--- src/rtl/stream_mux.sv ---
// N-channel packet multiplexer with valid/ready on every port. The grant is
// chosen per packet (external sel or round-robin) and held until the last beat.
module stream_mux #(
  parameter int WIDTH = 8,
  parameter int NCH   = 4,
  parameter int SELW  = 2,
  parameter int MODE  = 0
) (
  input  logic                 clk,
  input  logic                 rst_n,
  input  logic [NCH*WIDTH-1:0] in_data,
  input  logic [NCH-1:0]       in_valid,
  input  logic [NCH-1:0]       in_last,
  output logic [NCH-1:0]       in_ready,
  input  logic [SELW-1:0]      sel,
  output logic [WIDTH-1:0]     out_data,
  output logic                 out_last,
  output logic                 out_valid,
  input  logic                 out_ready,
  output logic [SELW-1:0]      cur_ch,
  output logic                 busy
);

  typedef enum logic {IDLE = 1'b0, PKT = 1'b1} state_t;

  state_t            state, state_nxt;
  logic [SELW-1:0]   rr_ptr;
  logic [SELW-1:0]   g;
  logic [SELW-1:0]   g_next;
  logic              found;
  logic              grant_valid;
  logic              can_take;
  logic              accept;
  logic              g_last;
  logic [WIDTH-1:0]  g_data;

  // Candidate channel: locked channel mid-packet, otherwise sel or round-robin.
  // NOTE: every signal written in always_comb gets a default first so no latch is inferred.
  always_comb begin
    g     = '0;
    found = 1'b0;
    if (state == PKT) begin
      g = cur_ch;
    end else if (MODE == 0) begin
      g = sel;
    end else begin
      for (int i = 0; i < NCH; i++) begin
        for (int k = 0; k < NCH; k++) begin
          if (!found && in_valid[k] && (k == (int'(rr_ptr) + i) % NCH)) begin
            g     = SELW'(k);
            found = 1'b1;
          end
        end
      end
    end
  end

  // A select value outside 0..NCH-1 matches no channel, so nothing is granted.
  always_comb begin
    grant_valid = 1'b0;
    g_data      = '0;
    g_last      = 1'b0;
    for (int k = 0; k < NCH; k++) begin
      if (g == SELW'(k)) begin
        grant_valid = in_valid[k];
        g_data      = in_data[k*WIDTH +: WIDTH];
        g_last      = in_last[k];
      end
    end
  end

  assign can_take = !out_valid || out_ready;
  assign accept   = grant_valid && can_take;
  assign g_next   = (g == SELW'(NCH - 1)) ? '0 : g + SELW'(1);

  // NOTE: sequential state uses non-blocking assignments so every flop samples pre-edge values.
  always_ff @(posedge clk or negedge rst_n) begin
    if (!rst_n) begin
      state <= IDLE;
    end else begin
      state <= state_nxt;
    end
  end

  always_comb begin
    state_nxt = state;
    if (accept) begin
      state_nxt = g_last ? IDLE : PKT;
    end
  end

  always_comb begin
    in_ready = '0;
    for (int k = 0; k < NCH; k++) begin
      if (g == SELW'(k)) begin
        in_ready[k] = accept;
      end
    end
    busy = (state == PKT);
  end

  // Output register stage; the round-robin pointer moves only on a last-beat accept.
  always_ff @(posedge clk or negedge rst_n) begin
    if (!rst_n) begin
      out_valid <= 1'b0;
      out_data  <= '0;
      out_last  <= 1'b0;
      cur_ch    <= '0;
      rr_ptr    <= '0;
    end else if (accept) begin
      out_valid <= 1'b1;
      out_data  <= g_data;
      out_last  <= g_last;
      cur_ch    <= g;
      if (g_last) begin
        rr_ptr <= g_next;
      end
    end else if (out_ready) begin
      out_valid <= 1'b0;
    end
  end

endmodule

--- config.mk ---
export PLATFORM = sky130hd
export DESIGN_NAME = stream_mux
export DESIGN_NICKNAME = d
export VERILOG_FILES = /design/src/rtl/stream_mux.sv
export SDC_FILE = /design/constraint.sdc
export NUM_CORES = 1
export LEC_CHECK = 0
export BUFFER_PORTS_ARGS = -buffer_cell sky130_fd_sc_hd__buf_2
export CORE_UTILIZATION = 30
export DETAILED_ROUTE_END_ITERATION = 8
export PLACE_DENSITY = 0.71
export REMOVE_ABC_BUFFERS = 1
export SLEW_MARGIN = 20
export SYNTH_ARGS = -nofsm -noshare
export SYNTH_HDL_FRONTEND = slang
export SYNTH_SLANG_ARGS = --single-unit
--- constraint.sdc ---
create_clock -name clk -period 2.3 [get_ports clk]
set_input_delay 0 -clock clk [delete_from_list [all_inputs] [get_ports clk]]
set_output_delay 0 -clock clk [all_outputs]
set_load 0.1 [all_outputs]
==> load_flow_metrics.sql, run 1 <==
INSERT INTO impl_metrics (metric_group, metric, value, unit) VALUES
('worst_setup_path', 'timing.reg2reg.worst_path_depth', '3', ''),
('global_route', 'grt_pass1_vias', '847', ''),
('cells_and_area', 'syn2layout_area_growth', '47.8', '%'),
('clocking', 'clk_latency', '0.27', 'ns'),
('timing', 'worst_case_clock_skew', '0.00339', 'ns'),
('global_route', 'grt_max_degree', '17', ''),
('logic_synthesis', 'synth.ff_latch_count', '13', ''),
('timing', 'worst_hold_slack', '0.137', 'ns'),
('route', 'route.antenna.remaining_nets', '0', ''),
('clocking', 'cts_max_path_buffers', '2', ''),
('worst_setup_path', 'worst_r2r_startpoint', 'busy$_DFFE_PN0P_', ''),
('cells_and_area', 'num-fill-cells', '286', ''),
('die', 'die-area', '3390', 'µm²'),
('min_path', 'worst_hold_check_path_type', 'input port to async pin', ''),
('worst_setup_path', 'regToRegEndpoint', 'out_last$_DFFE_PN0P_', ''),
('logic_synthesis', 'ys.warnings.count', '0', ''),
('timing', 'max_freq', '466', 'MHz'),
('route', 'via_count', '814', ''),
('logic_synthesis', 'seq_area_frac_synth', '34.3', '%'),
('cells_and_area', 'multi_input_area', '581', 'µm²'),
('die', 'row_count', '20', ''),
('worst_setup_path', 'worst-setup-path-type', 'flip-flop to output port', ''),
('clocking', 'ctsHtreeMaxLevel', '1', ''),
('die', 'die_w', '58.2', 'µm'),
('placement', 'hpwl', '1.88', 'mm'),
('cells_and_area', 'drive_gt1_share', '71.9', '%'),
('timing', 'maxSlewHeadroom', '67.4', '%'),
('timing', 'timing.final.max_slew_violations', '0', ''),
('cells_and_area', 'post-route-cell-area', '1400', 'µm²'),
('cells_and_area', 'register_area', '325', 'µm²'),
('timing', 'timing_worst_slew_pin_value', '0.493', 'ns'),
('global_route', 'grt-ovfl-total', '0', ''),
('clocking', 'tritoncts_clock_tree', 'built', ''),
('route', 'wl_per_cell', '13.6', 'µm'),
('die', 'floorplan.core_area', '3030', 'µm²'),
('placement', 'numPortBuffers', '61', ''),
('timing', 'final-hold-violation-count', '0', ''),
('logic_synthesis', 'avgSynthCellArea', '15.0', 'µm²'),
('logic_synthesis', 'netlist-cell-type-count', '23', ''),
('cells_and_area', 'layout.nets', '174', ''),
('logic_synthesis', 'netlist_area', '947', 'µm²'),
('global_route', 'grt.met1_usage', '16.5', '%'),
('flow_run', 'drv_cap', '0', ''),
('placement', 'postPlaceCellArea', '1350', 'µm²'),
('worst_setup_path', 'start_kind', 'flip-flop', ''),
('worst_setup_path', 'critical_path.endpoint_type', 'output port', ''),
('route', 'drt_iter0_markers', '5', ''),
('global_route', 'groute.layer.met2.usage', '27.8', '%'),
('logic_synthesis', 'syn_inst', '63', ''),
('clocking', 'cts_post_setup_buffers_inserted', '0', ''),
('global_route', 'groute.usage.overall', '15.2', '%'),
('route', 'drc', '0', ''),
('die', 'initial_core_util', '31.3', '%'),
('clocking', 'cts_inserted_buffers', '3', ''),
('timing', 'timing.final.crit_share', '93.4', '%'),
('timing', 'setup_viol', '0', ''),
('global_route', 'initial_antenna_violation_count', '0', ''),
('worst_setup_path', 'critical_path_peak_fanout', '16', ''),
('placement', 'worst_setup_slack_before_clock_tree_synthesis', '0.324', 'ns'),
('run_status', 'status', 'finished clean', ''),
('timing', 'timing.setup.tns', '0', 'ns'),
('timing', 'rsz0062_at_grt', 'no', ''),
('worst_setup_path', 'worstPathArrival', '2.15', 'ns'),
('worst_setup_path', 'worst_ep_required_time', '2.30', 'ns'),
('clocking', 'clock_sink_count', '13', ''),
('timing', 'fin_ws', '0.153', 'ns'),
('cells_and_area', 'antennaDiodeCount', '0', ''),
('route', 'drt-pass1-iter-count', '4', ''),
('placement', 'globalplace.congestion', '0.891', ''),
('global_route', 'global_route.peak_usage_layer', 'met2', ''),
('clocking', 'clockRootBuffer', 'sky130_fd_sc_hd__clkbuf_4', ''),
('worst_setup_path', 'reg2reg_slack', '0.41', 'ns'),
('route', 'routed_via_count_divided_by_cell_count', '4.73', ''),
('die', 'io_pins', '62', ''),
('timing', 'final.min_clock_period', '2.15', 'ns'),
('die', 'die_height', '58.2', 'µm'),
('global_route', 'grt_first_pass_wirelength', '3.80', 'mm'),
('clocking', 'clkSlewWorstSetupHoldPaths', '0.08', 'ns'),
('global_route', 'use_met3', '3.79', '%'),
('route', 'drt-total-wl', '2.34', 'mm');
[per-layer routing]
metal,vias up,wire length [µm]
met3,4,137
li1,378,-
met1,394,867
met2,38,1290
met5,-,0
met4,0,42
[state kept, by name, indices dropped and copies added, names as in the netlist]
register   flops
out_data       8
cur_ch         2
out_last       1
out_valid      1
busy           1
[logic make-up after synthesis]
kind of cell	Yosys count	share of synthesized area, %
multiplexers	24	43.5
flip-flops	13	34.3
AND/OR/NAND/NOR	12	10.2
AO/OA/AOI/OAI	8	7.13
buffers and inverters	6	4.89
[worst max-delay path, cell delays in order (launching register included)]
cell and delay (ns):
sky130_fd_sc_hd__dfrtp_1 0.46, sky130_fd_sc_hd__nor3b_2 0.24, sky130_fd_sc_hd__o21ai_1 0.13, sky130_fd_sc_hd__a311oi_4 0.34, sky130_fd_sc_hd__buf_8 0.22, sky130_fd_sc_hd__nor3b_2 0.26, sky130_fd_sc_hd__buf_12 0.21
[synthesized netlist by cell type]
library cell               count  area share [%]
sky130_fd_sc_hd__a31oi_1       1            0.66
sky130_fd_sc_hd__nor3b_1       3             2.4
sky130_fd_sc_hd__and3b_2       1             1.1
sky130_fd_sc_hd__a311oi_4      1             2.8
sky130_fd_sc_hd__o21ai_1       3             1.6
sky130_fd_sc_hd__dfrtp_1      13              34
sky130_fd_sc_hd__nor3b_2       2             2.6
sky130_fd_sc_hd__buf_2         1            0.53
sky130_fd_sc_hd__mux2_2        1             1.2
sky130_fd_sc_hd__buf_6         3             3.6
sky130_fd_sc_hd__nand3b_1      1            0.79
sky130_fd_sc_hd__and3_1        1            0.66
sky130_fd_sc_hd__nand3_1       1            0.53
sky130_fd_sc_hd__and3_2        1            0.79
sky130_fd_sc_hd__mux4_1        2             5.5
sky130_fd_sc_hd__a21oi_1       1            0.53
sky130_fd_sc_hd__mux2_4       10              16
sky130_fd_sc_hd__inv_1         2            0.79
sky130_fd_sc_hd__or2_2         1            0.66
sky130_fd_sc_hd__mux2i_1       4             4.2
sky130_fd_sc_hd__mux4_2        7              17
sky130_fd_sc_hd__o21a_1        2             1.6
sky130_fd_sc_hd__nor2b_1       1            0.66
[what timing repair did]
| item | CTS | global route |
|---|---|---|
| endpoints found under the setup margin | 0 | 4 |
| endpoints found under the hold margin | 13 | 0 |
| resized for setup | 0 | 3 |
| hold buffers | 1 | 0 |
[metrics by stage]
stage / util, % / cells
2_1_floorplan: - / 59
3_3_place_gp: 44.6 / 167
3_5_place_dp: 44.6 / 167
4_1_cts: 45.8 / 172
5_1_grt: 46.2 / 172
6_report: 46.2 / 172
[area by class of cell]
| cell class | count | share of cell area [%] |
|---|---|---|
| Multi-Input combinational cell | 44 | 41.5 |
| Tap cell | 44 | 3.93 |
| Inverter | 2 | 0.536 |
| Sequential cell | 13 | 23.2 |
| Timing Repair Buffer | 65 | 29.0 |
| Clock buffer | 4 | 1.88 |
[cells in the final DEF, fill, tap and decap left out, types with 2 or more instances in the layout]
master,instances
sky130_fd_sc_hd__buf_2,57
sky130_fd_sc_hd__dfrtp_1,13
sky130_fd_sc_hd__mux2_4,10
sky130_fd_sc_hd__mux4_2,7
sky130_fd_sc_hd__mux2i_1,4
sky130_fd_sc_hd__buf_12,4
sky130_fd_sc_hd__o21ai_1,3
sky130_fd_sc_hd__nor3b_2,3
sky130_fd_sc_hd__clkbuf_4,3
sky130_fd_sc_hd__nor3b_1,2
sky130_fd_sc_hd__o21a_1,2
sky130_fd_sc_hd__inv_1,2
sky130_fd_sc_hd__mux4_1,2
sky130_fd_sc_hd__buf_4,2
[worst max path at each step]
stage | startpoint | to | slack, ns | cells after the start
2_1_floorplan | busy$_DFFE_PN0P_ | in_ready[1] | -1.22 | 4
3_3_place_gp | cur_ch[0]$_DFFE_PN0P_ | in_ready[3] | 0.47 | 6
3_5_place_dp | cur_ch[1]$_DFFE_PN0P_ | in_ready[3] | 0.32 | 6
4_1_cts | cur_ch[1]$_DFFE_PN0P_ | in_ready[3] | 0.02 | 6
5_1_grt | busy$_DFFE_PN0P_ | in_ready[1] | 0.05 | 6
6_report | cur_ch[0]$_DFFE_PN0P_ | in_ready[3] | 0.15 | 6
Power of run 1 is left out: the tool's default activity adds up to more than one toggle a clock period on the data nets, which glitch-free logic cannot reach.
==> inputs of run 2 (changes only) <==
Settings changed: CTS_BUF_LIST from default to sky130_fd_sc_hd__clkbuf_2, MAX_ROUTING_LAYER from default to met4.
==> load_flow_metrics.sql, run 2 (same netlist as run 1, synthesis figures left out) <==
INSERT INTO impl_metrics (metric_group, metric, value, unit) VALUES
('cells_and_area', 'drive_gt1_share', '73.4', '%'),
('route', 'via_count', '821', ''),
('clocking', 'clkSlewWorstSetupHoldPaths', '0.12', 'ns'),
('timing', 'rsz0062_at_grt', 'no', ''),
('placement', 'hpwl', '1.88', 'mm'),
('worst_setup_path', 'reg2reg_slack', '0.41', 'ns'),
('die', 'io_pins', '62', ''),
('timing', 'setup_viol', '0', ''),
('cells_and_area', 'antennaDiodeCount', '0', ''),
('global_route', 'groute.usage.overall', '15.6', '%'),
('clocking', 'ctsHtreeMaxLevel', '1', ''),
('global_route', 'grt_max_degree', '17', ''),
('route', 'drt-pass1-iter-count', '3', ''),
('placement', 'numPortBuffers', '61', ''),
('min_path', 'worst_hold_check_path_type', 'input port to async pin', ''),
('placement', 'worst_setup_slack_before_clock_tree_synthesis', '0.324', 'ns'),
('timing', 'final.min_clock_period', '2.15', 'ns'),
('global_route', 'grt_first_pass_wirelength', '3.79', 'mm'),
('timing', 'timing_worst_slew_pin_value', '0.492', 'ns'),
('route', 'wl_per_cell', '13.6', 'µm'),
('die', 'floorplan.core_area', '3030', 'µm²'),
('placement', 'globalplace.congestion', '0.905', ''),
('die', 'die_w', '58.2', 'µm'),
('cells_and_area', 'registers.top_by_ff_count', 'out_data', ''),
('route', 'drc', '0', ''),
('timing', 'final-hold-violation-count', '0', ''),
('clocking', 'cts_max_path_buffers', '2', ''),
('global_route', 'initial_antenna_violation_count', '0', ''),
('worst_setup_path', 'critical_path.endpoint_type', 'output port', ''),
('global_route', 'grt-ovfl-total', '0', ''),
('worst_setup_path', 'critical_path_peak_fanout', '16', ''),
('worst_setup_path', 'worst-setup-path-type', 'flip-flop to output port', ''),
('clocking', 'clock_sink_count', '13', ''),
('cells_and_area', 'post-route-cell-area', '1400', 'µm²'),
('clocking', 'clk_latency', '0.26', 'ns'),
('cells_and_area', 'syn2layout_area_growth', '47.3', '%'),
('die', 'die-area', '3390', 'µm²'),
('worst_setup_path', 'start_kind', 'flip-flop', ''),
('cells_and_area', 'commonest_non_fill_non_tap_cell_in_the_layout', 'sky130_fd_sc_hd__buf_2', ''),
('placement', 'postPlaceCellArea', '1350', 'µm²'),
('route', 'route.antenna.remaining_nets', '0', ''),
('die', 'row_count', '20', ''),
('run_status', 'status', 'finished clean', ''),
('flow_run', 'drv_cap', '0', ''),
('route', 'drt_iter0_markers', '4', ''),
('cells_and_area', 'layout.nets', '174', ''),
('timing', 'timing.final.crit_share', '93.3', '%'),
('global_route', 'grt_pass1_vias', '846', ''),
('clocking', 'clockRootBuffer', 'sky130_fd_sc_hd__clkbuf_2', ''),
('worst_setup_path', 'worstPathArrival', '2.15', 'ns'),
('route', 'routed_via_count_divided_by_cell_count', '4.77', ''),
('worst_setup_path', 'worst_ep_required_time', '2.30', 'ns'),
('cells_and_area', 'layout_common_cells', 'sky130_fd_sc_hd__buf_2, sky130_fd_sc_hd__dfrtp_1, sky130_fd_sc_hd__mux2_4', ''),
('die', 'initial_core_util', '31.3', '%'),
('cells_and_area', 'max_ffs_per_register', '8', ''),
('timing', 'timing.final.max_slew_violations', '0', ''),
('timing', 'max_freq', '466', 'MHz'),
('clocking', 'cts_inserted_buffers', '3', ''),
('timing', 'maxSlewHeadroom', '67.4', '%'),
('route', 'drt-total-wl', '2.34', 'mm'),
('timing', 'fin_ws', '0.153', 'ns'),
('cells_and_area', 'biggestRegsByFlops', 'out_data (8), cur_ch (2)', ''),
('clocking', 'cts_post_setup_buffers_inserted', '0', ''),
('timing', 'worst_case_clock_skew', '0.00648', 'ns'),
('clocking', 'tritoncts_clock_tree', 'built', ''),
('die', 'die_height', '58.2', 'µm');
-- run 2: cell counts in the layout (fill, tap and decap cells not counted) --
No cell type changed its count.
-- run 2: through the flow --
stage / TNS (ns) / util, % / hold slack [ns] / instances
finish: 0 / 46.1 / 0.134 / 172
global route: 0 / 46.1 / 0.115 / 172
CTS: 0 / 45.7 / 0.121 / 172
detailed placement: 0 / 44.6 / -0.0936 / 167
global placement: 0 / 44.6 / -0.0991 / 167
floorplan: -8.08 / - / -0.296 / 59
-- run 2: what timing repair did --
action                                  CTS  global route
hold buffers                              1             0
hold endpoints to repair                 13             0
cloned                                    0             0
endpoints found under the setup margin    1             3
resized for setup                         1             3
-- run 2: layer usage --
layer	routed length (µm)	vias up	track usage [%]
li1	-	379	-
met1	877	391	16.5
met2	1270	41	27.8
met3	117	10	3.57
met4	79	0	6.80
met5	0	-	-
-- run 2: worst paths after layout --
check,startpoint,end,cells after the start
worst max register to register,busy$_DFFE_PN0P_,out_last$_DFFE_PN0P_,3
worst min-delay path,rst_n,out_valid$_DFFE_PN0P_,2
min in group clk,in_last[1],busy$_DFFE_PN0P_,3
max in group asynchronous,rst_n,cur_ch[1]$_DFFE_PN0P_,2
worst min register to register,out_data[4]$_DFFE_PN0P_,out_data[4]$_DFFE_PN0P_,1
worst max-delay path,cur_ch[0]$_DFFE_PN0P_,in_ready[3],6
-- run 2: area by class of cell --
class | instances | area [µm²]
clock buffers | 4 | 20.0
multi-input cells | 44 | 581
inverters | 2 | 7.51
flip-flops and latches | 13 | 327
well taps | 44 | 55.1
fillers | 285 | 1630
repair buffers | 65 | 405
-- run 2: worst max-delay path, stage by stage (launching register included) --
cell and delay [ns]:
sky130_fd_sc_hd__dfrtp_1 0.48, sky130_fd_sc_hd__nor3b_2 0.23, sky130_fd_sc_hd__o21ai_1 0.13, sky130_fd_sc_hd__a311oi_4 0.34, sky130_fd_sc_hd__buf_8 0.22, sky130_fd_sc_hd__nor3b_2 0.26
sky130_fd_sc_hd__buf_12 0.21
Power of run 2 is left out for the same reason.
